$ cat src/rtl/regfile_pkg.sv
// Shared encodings for the SM83 register-file sequencer: ops, register codes,
// FSM states and small decode helpers.
package regfile_pkg;

    typedef enum logic [1:0] {
        OP_MOV8  = 2'd0,
        OP_MOV16 = 2'd1,
        OP_INC16 = 2'd2,
        OP_DEC16 = 2'd3
    } op_e;

    localparam logic [2:0] R_B   = 3'd0;
    localparam logic [2:0] R_C   = 3'd1;
    localparam logic [2:0] R_D   = 3'd2;
    localparam logic [2:0] R_E   = 3'd3;
    localparam logic [2:0] R_H   = 3'd4;
    localparam logic [2:0] R_L   = 3'd5;
    localparam logic [2:0] R_INV = 3'd6;
    localparam logic [2:0] R_A   = 3'd7;

    localparam logic [1:0] RR_BC = 2'd0;
    localparam logic [1:0] RR_DE = 2'd1;
    localparam logic [1:0] RR_HL = 2'd2;
    localparam logic [1:0] RR_SP = 2'd3;

    typedef enum logic [1:0] {
        S_IDLE = 2'd0,
        S_RD   = 2'd1,
        S_WR   = 2'd2
    } state_e;

    function automatic logic cmd_legal(input op_e op, input logic [2:0] src,
                                       input logic [2:0] dst);
        logic ok;
        case (op)
            OP_MOV8:  ok = (src != R_INV) && (dst != R_INV);
            OP_MOV16: ok = !dst[2] && !src[2];
            default:  ok = !dst[2];
        endcase
        return ok;
    endfunction

    // B, D and H live in the upper byte of their pair on the LR bus.
    function automatic logic lane_hi(input logic [2:0] code);
        logic hi;
        case (code)
            R_B, R_D, R_H:      hi = 1'b1;
            R_C, R_E, R_L, R_A: hi = 1'b0;
            default:            hi = 1'b0;
        endcase
        return hi;
    endfunction

    function automatic logic [7:0] onehot8(input logic [2:0] code);
        logic [7:0] v;
        v = 8'h00;
        if (code != R_INV) v[code] = 1'b1;
        return v;
    endfunction

    function automatic logic [3:0] onehot16(input logic [1:0] rr);
        logic [3:0] v;
        case (rr)
            RR_BC:   v = 4'b0001;
            RR_DE:   v = 4'b0010;
            RR_HL:   v = 4'b0100;
            RR_SP:   v = 4'b1000;
            default: v = 4'b0000;
        endcase
        return v;
    endfunction

endpackage

$ cat src/rtl/incdec16.sv
// Combinational 16-bit +/-1 for pair increment/decrement; passes the value
// through unchanged for move ops.
module incdec16
    import regfile_pkg::*;
(
    input  logic [15:0] a,
    input  op_e         op,
    output logic [15:0] y
);

    always_comb begin
        case (op)
            OP_INC16: y = a + 16'd1;
            OP_DEC16: y = a - 16'd1;
            default:  y = a;
        endcase
    end

endmodule

$ cat src/rtl/regfile_seq.sv
// Register-file transfer sequencer: IDLE -> RD -> WR per accepted command,
// driving per-register strobes and the shared LR bus.
module regfile_seq
    import regfile_pkg::*;
(
    input  logic        clk,
    input  logic        rst,
    input  logic        cmd_valid,
    output logic        cmd_ready,
    input  logic [1:0]  cmd_op,
    input  logic [2:0]  cmd_dst,
    input  logic [2:0]  cmd_src,
    output logic [7:0]  oe8,
    output logic [7:0]  wr8,
    output logic [3:0]  oe16,
    output logic [3:0]  wr16,
    input  logic [15:0] bus_in,
    output logic [15:0] bus_out,
    output logic        bus_oe,
    output logic        done,
    output logic        err
);

    // cmd_valid/cmd_ready: a command transfers on a rising edge where both are
    // high; cmd_* is sampled only on that edge and ignored afterwards.
    state_e      state, state_n;
    op_e         op_q, cmd_op_e;
    logic [2:0]  src_q, dst_q;
    logic [15:0] tmp, step;
    logic [7:0]  oe8_n, wr8_n;
    logic [3:0]  oe16_n, wr16_n;
    logic        bus_oe_n, done_n, err_n;
    logic [7:0]  tmp_byte;

    assign cmd_op_e  = op_e'(cmd_op);
    assign cmd_ready = (state == S_IDLE);

    always_comb begin
        state_n  = state;
        oe8_n    = 8'h00;
        wr8_n    = 8'h00;
        oe16_n   = 4'h0;
        wr16_n   = 4'h0;
        bus_oe_n = 1'b0;
        done_n   = 1'b0;
        err_n    = 1'b0;
        case (state)
            S_IDLE: begin
                if (cmd_valid) begin
                    if (cmd_legal(cmd_op_e, cmd_src, cmd_dst)) begin
                        state_n = S_RD;
                        case (cmd_op_e)
                            OP_MOV8:  oe8_n  = onehot8(cmd_src);
                            OP_MOV16: oe16_n = onehot16(cmd_src[1:0]);
                            default:  oe16_n = onehot16(cmd_dst[1:0]);
                        endcase
                    end else begin
                        err_n = 1'b1;
                    end
                end
            end
            S_RD: begin
                state_n  = S_WR;
                bus_oe_n = 1'b1;
                done_n   = 1'b1;
                if (op_q == OP_MOV8) wr8_n  = onehot8(dst_q);
                else                 wr16_n = onehot16(dst_q[1:0]);
            end
            S_WR:    state_n = S_IDLE;
            default: state_n = S_IDLE;
        endcase
    end

    // Strobes are registered one cycle ahead so they align with the state
    // they belong to and never follow cmd_* combinationally.
    always_ff @(posedge clk or posedge rst) begin
        if (rst) begin
            state  <= S_IDLE;
            op_q   <= OP_MOV8;
            src_q  <= 3'd0;
            dst_q  <= 3'd0;
            tmp    <= 16'h0000;
            oe8    <= 8'h00;
            wr8    <= 8'h00;
            oe16   <= 4'h0;
            wr16   <= 4'h0;
            bus_oe <= 1'b0;
            done   <= 1'b0;
            err    <= 1'b0;
        end else begin
            state  <= state_n;
            oe8    <= oe8_n;
            wr8    <= wr8_n;
            oe16   <= oe16_n;
            wr16   <= wr16_n;
            bus_oe <= bus_oe_n;
            done   <= done_n;
            err    <= err_n;
            if (state == S_IDLE && cmd_valid) begin
                op_q  <= cmd_op_e;
                src_q <= cmd_src;
                dst_q <= cmd_dst;
            end
            if (state == S_RD) tmp <= bus_in;
        end
    end

    incdec16 u_incdec16 (
        .a  (tmp),
        .op (op_q),
        .y  (step)
    );

    assign tmp_byte = lane_hi(src_q) ? tmp[15:8] : tmp[7:0];

    always_comb begin
        bus_out = 16'h0000;
        if (bus_oe) bus_out = (op_q == OP_MOV8) ? {tmp_byte, tmp_byte} : step;
    end

endmodule

$ cat config.mk
export PLATFORM = sky130hd
export DESIGN_NAME = regfile_seq
export DESIGN_NICKNAME = d
export VERILOG_FILES = /design/src/rtl/regfile_pkg.sv /design/src/rtl/incdec16.sv /design/src/rtl/regfile_seq.sv
export SDC_FILE = /design/constraint.sdc
export NUM_CORES = 1
export LEC_CHECK = 0
export CORE_MARGIN = 2
export CORE_UTILIZATION = 49
export CTS_CLUSTER_DIAMETER = 60
export DETAILED_ROUTE_END_ITERATION = 8
export GPL_ROUTABILITY_DRIVEN = 0
export GPL_TIMING_DRIVEN = 1
export PLACE_DENSITY = 0.78
export RECOVER_POWER = 100
export SYNTH_ARGS = -nofsm -noshare
export SYNTH_HDL_FRONTEND = slang
export SYNTH_HIERARCHICAL = 1
export SYNTH_SLANG_ARGS = --single-unit
export TNS_END_PERCENT = 10
$ cat constraint.sdc
create_clock -name clk -period 5.6 [get_ports clk]
set_input_delay 1.4 -clock clk [delete_from_list [all_inputs] [get_ports clk]]
set_output_delay 1.4 -clock clk [all_outputs]
set_load 0.1 [all_outputs]
==> After elaboration in Yosys (flattened, before gate mapping) <==
Cells that the tools add are included.
{ "word_totals": {"reg_bits": 52, "input_bits": 27, "output_inout_bits": 44, "elab_cells": 89} }
{ "op_classes": {"n_eq_ne": 20, "magnitude_cmp": 4, "n_mux": 36, "add_sub_neg": 2, "n_reduce_logical": 16} }
{ "ops": {"columns": ["cell", "count"], "rows": [
  ["8-bit two-way mux", 9],
  ["4-bit one-hot mux with 4 select lines", 3],
  ["16-bit two-way mux", 2],
  ["16-bit one-hot mux with 2 select lines", 1],
  ["4-bit two-way mux", 5],
  ["16-bit by 1-bit adder with 16-bit output, second input constant", 1],
  ["2-bit == test, second input constant", 8],
  ["16-bit by 1-bit subtractor with 16-bit output, second input constant", 1],
  ["2-bit logical NOT", 6],
  ["2-bit by 1-bit == test with 1-bit output, second input constant", 5],
  ["1-bit two-way mux", 9],
  ["3-bit != test, second input constant", 3],
  ["3-bit by 4-bit < comparator with 1-bit output, second input constant", 2],
  ["4-bit one-hot mux with 2 select lines", 1],
  ["1-bit demux with 3-bit select", 2],
  ["3-bit by 1-bit greater-or-equal comparator with 1-bit output, second input constant", 2],
  ["1-bit logical AND", 5],
  ["2-bit two-way mux", 2],
  ["2-bit one-hot mux with 2 select lines", 1],
  ["3-bit by 2-bit == test with 1-bit output, second input constant", 1],
  ["3-bit == test, second input constant", 1],
  ["3-bit logical NOT", 1],
  ["3-bit OR reduction", 1],
  ["1-bit logical NOT", 2],
  ["4 further kinds", 4]
]} }

==> Depth between registers and ports, before layout <==
{ "depth": {"depth_word": 9, "mapped_depth": 10, "mapped_depth_nobuf": 10} }

==> Cells and area by module <==
Netlist, hierarchy kept.
{ "modules_own_cells": {"columns": ["module", "cells_per_inst", "seq_area_each_um2", "instances", "area_per_inst_um2"], "rows": [
  ["regfile_seq", 206, 1301.2, 1, 2267.2],
  ["incdec16", 123, 0.0, 1, 840.8]
]} }

==> Worst setup path after synthesis <==
No wires, ideal clock.
{ "synth_timing": {"kind": "flip-flop to output port", "start": "register tmp[1]", "end": "output port bus_out[6]", "n_path_buf": 1, "path_stages_with_launch": 11, "arrival_time_ns": 3.400, "slack_ns": 0.800, "path_cell_list": "dfrtp_1 > clkbuf_1 > xnor2_1 > ha_1 > or3_1 > a22oi_1 > mux2_2 > nand2_1 > xnor2_1 > o21ai_0 > nor2_1"} }
{ "synth_via": {"elab_chain_cells": 4, "elab_cells_between_ends": 5, "cone_classes": "2 x add/sub; 3 x mux"} }
{ "synth_rtl": {"columns": ["item", "line_no", "source"], "rows": [
  ["start: declaration", "regfile_seq.sv:29", "logic [15:0] tmp, step;"],
  ["start signal: assignment", "regfile_seq.sv:104", "if (state == S_RD) tmp <= bus_in;"],
  ["16-bit by 1-bit subtractor with 16-bit output or 16-bit by 1-bit adder with 16-bit output (tied branches)", "incdec16.sv:14, incdec16.sv:13", null],
  ["16-bit one-hot mux with 2 select lines (*)", "incdec16.sv:12", "case (op)"],
  ["via step[6]", "regfile_seq.sv:29", null],
  ["16-bit two-way mux (*) (2 in series)", "regfile_seq.sv:118", "if (bus_oe) bus_out = (op_q == OP_MOV8) ? {tmp_byte, tmp_byte} : step;"],
  ["end: declaration", "regfile_seq.sv:18", "output logic [15:0] bus_out,"]
]} }
The timed path passes the listed nets; every way through them passes the cells marked *.

==> Final worst setup path <==
{ "layout_timing": {"start": "register tmp[1]", "end": "output port bus_out[8]"} }
The elaborated chain is that of the path after synthesis.

==> metrics.md <==
| Metric | Value |
|---|---|
| Asr flop ratio synth | 1.00 |
| Crit path arrival time | 3.47 ns |
| Post-synth cell types | 55 |
| Layout cells sized above 1 | 0.134 |
| Power density over the cells | 336 nW/um2 |
| Post-Route Setup TNS | 0 ns |
| XOR/XNOR Fraction of Synth Area | 0.0479 |
| Failing checks | capacitance limit, slew limit |
| First-pass GRT wire length | 12500 um |
| Nets | 416 |
| Latest clock arrival within the worst-skew pair | 0.31 ns |
| Most frequent CP cell | xnor2_1 |
| Initial Utilization | 0.498 |
| Startpoint types | flop |
| Slew Limit Fails | 53 |
| CP peak stage delay | 0.88 ns |
| Remaining DRCs | 0 |
| Final worst path period share | 0.870 |
| Vias | 2759 |
| Initial antenna violation count | 0 |
| Clock share of power | 0.172 |
| Adder-cell share of the synthesized area | 0.00403 |
| Drt via density | 5.92 |
| IO Count | 71 |
| CP max-delay cell | clkbuf_1 |
| Status | complete, but fails checks |
| Post-CTS Setup Inserts | 0 |
| Power Total | 0.00129 W |
| Final Hold Viols | 0 |
| Antenna-violating nets left | 0 |
| Combinational share of power | 0.404 |
| Hold Crit Class | flop to flop |
| WL per Instance | 16.1 um |
| P&R area growth vs syn | 23.4% |
| WS Path Type | flop to output port |
| Dpl hpwl | 5390 um |
| Post-synth EDFFs | 0 |
| Hold Path Sink | src_q[2]$_DFFE_PP0P_ |
| Post-Syn Instances | 329 |
| Final worst clock skew | 0.00711 ns |
| Hold bufs inserted after CTS | 0 |
| Hold depth | 2 |
| Compound-Gate Fraction of Synth Area | 0.121 |
| Sequential share of power | 0.424 |
| YS warnings | 6 |
| Clk buf depth | 2 |
| R2R depth | 3 |
| Site Rows | 29 |
| DR iter-0 viols | 332 |
| Worst EP required | 4.20 ns |
| Main combinational cell family by area after synthesis | simple AND/OR/NAND/NOR gates |
| Switch share | 0.443 |
| #FFs+latches synth | 52 |
| Ant diodes | 0 |
| Worst Hold Margin | 0.490 ns |
| RSZ-0062 raised after global routing | false |
| Crit Path Max Fanout | 11 |
| Critical Path End Type | output port |
| Final non-filler cell total | 466 |
| P_leak | 1.62 nW |
| Fin crit period | 4.87 ns |
| Dpl cells | 458 |
| Psw | 0.000571 W |
| Synthesized cell area | 3110 um2 |
| Post-synthesis mux area share | 0.132 |
| Max_cap viols | 1 |
| Root Driver | clkbuf_8 |
| Sequential fraction of the synthesis area | 0.419 |
| # resized after CTS | 0 |
| Die height | 83.6 um |
| Pint | 0.000718 W |
| Largest net degree at the start of global routing | 53 |
| WL final | 7510 um |
| Length of the first detailed-routing pass in iterations | 4 |
| Clk slew on worst S/H paths | 0.10 ns |
| Port Buffers | 70 |
| Filler instances | 550 |
| Crit. Startpoint | tmp[1]$_DFFE_PP0P_ |
| Mean Syn Cell Area | 9.45 um2 |
| Vias in the first global route | 2480 |
| Tot GR Track Use | 0.220 |
| Total CTS buffers | 5 |
| Simple-gate share of the synthesized area | 0.233 |
| Gr ovfl total | 0 |
| Reg2reg end | tmp[6]$_DFFE_PP0P_ |
| Slew @ Worst Pin | 1.89 ns |
| Top FF cell, synth | dfrtp_1 |
| Worst vdd ir | 0.000245 V |
| Die X | 83.6 um |
| Sink Count | 52 |
| R2r startpoint | state[1]$_DFFE_PP0P_ |
| Rel. slew slack | -0.259 |
| Core ar. | 6240 um2 |
| CTS tree | done |
| Max Fclk | 205 MHz |
| Most common cell after layout, fill and taps aside | dfrtp_1 |
| CP Cell Sequence | xnor2_1, ha_1, and2_1, a21o_1, and3_1, or3b_1, xnor2_1, o21ai_0, nor2_1, clkbuf_1 |
| Final setup violating endpoints | 0 |
| Most frequent cells in the layout | dfrtp_1 (52), dlygate4sd3_1 (38), nor2_1 (35) |
| R2r setup slk | 3.53 ns |
| Die area | 7000 um2 |
| H-tree depth | 2 |
| Hold Path Origin | src_q[2]$_DFFE_PP0P_ |
per-stage QoR:
stage	utilization	instance area [um2]	setup WS, ns
4_1_cts	0.623	3890	1.26
2_1_floorplan	-	3110	0.800
3_5_place_dp	0.608	3790	1.61
3_3_place_gp	0.608	3790	1.66
6_report	0.615	3840	0.726
5_1_grt	0.615	3840	0.524
cells by family after synthesis:
logic type                 after synthesis
xor gates and xnor gates                17
buffers and inverters                   28
DFF                                     52
muxes                                   37
AOI/OAI and AO/OA                       57
and+or+nand+nor                        136
other                                    1
adders and majority gates                1
worst max-delay path by stage:
stage,end,slack [ns],cells after the start
after CTS,bus_out[6],1.26,10
after floorplan,bus_out[6],0.80,10
after global placement,bus_out[6],1.66,10
after detailed placement,bus_out[6],1.61,10
final,bus_out[8],0.73,10
after global routing,bus_out[13],0.52,9
cell usage after synthesis, types with 4 or more instances:
library cell  count  area [um2]
nand2_1          17        63.8
o21ai_0          22         110
mux2_2           33         372
and2_1            4        25.0
dfrtp_1          52        1300
inv_1             4        15.0
a21oi_1           8        40.0
nor4_1            7        43.8
buf_2             4        20.0
clkbuf_1         12        45.0
xnor2_1          14         123
and3_1            4        25.0
nand2b_1          6        37.5
mux2i_1           4        40.0
nor3_1           31         155
nor2_1           35         131
nand3_1           4        20.0
cell type report:
type / count / area (um2) / share of cell area
clock buffer: 5 / 68.8 / 0.0179
clock inverter: 3 / 26.3 / 0.00685
inverter: 4 / 15.0 / 0.00391
multi-input combinational: 250 / 1670 / 0.436
sequential: 52 / 1300 / 0.339
tap: 77 / 96.3 / 0.0251
timing repair buffer: 75 / 656 / 0.171
worst max-delay path: cells and delay by family, from the launching register on:
kind / cells / cell delay, ns
adders and majority gates: 1 / 0.25
buffers and inverters: 1 / 0.88
xor gates and xnor gates: 2 / 0.32
DFF: 1 / 0.50
AOI/OAI and AO/OA: 2 / 0.32
and+or+nand+nor: 4 / 0.90
metal layers:
metal  global-route usage  up-vias  wire length (um)
li1                     -     1308                 -
met1                0.326     1322              3480
met2                0.336      115              3470
met3               0.0317       14               419
met4               0.0674        0               142
met5                    0        -                 0
power groups by stage:
stage	registers, W	clock network, W	logic, W
after floorplan	0.000514	0	0.000436
after global placement	0.000548	0	0.000518
after detailed placement	0.000551	0	0.000527
after CTS	0.000544	0.000228	0.000529
after global routing	0.000557	0.000244	0.000563
final	0.000547	0.000221	0.000521
sequential cells by signal (all words and copies together), names as in the netlist:
name / flops
tmp: 16
oe8: 8
wr8: 8
oe16: 4
wr16: 4
dst_q: 3
src_q: 3
op_q: 2
state: 2
done: 1
err: 1
(Power assumes the default switching activity.)
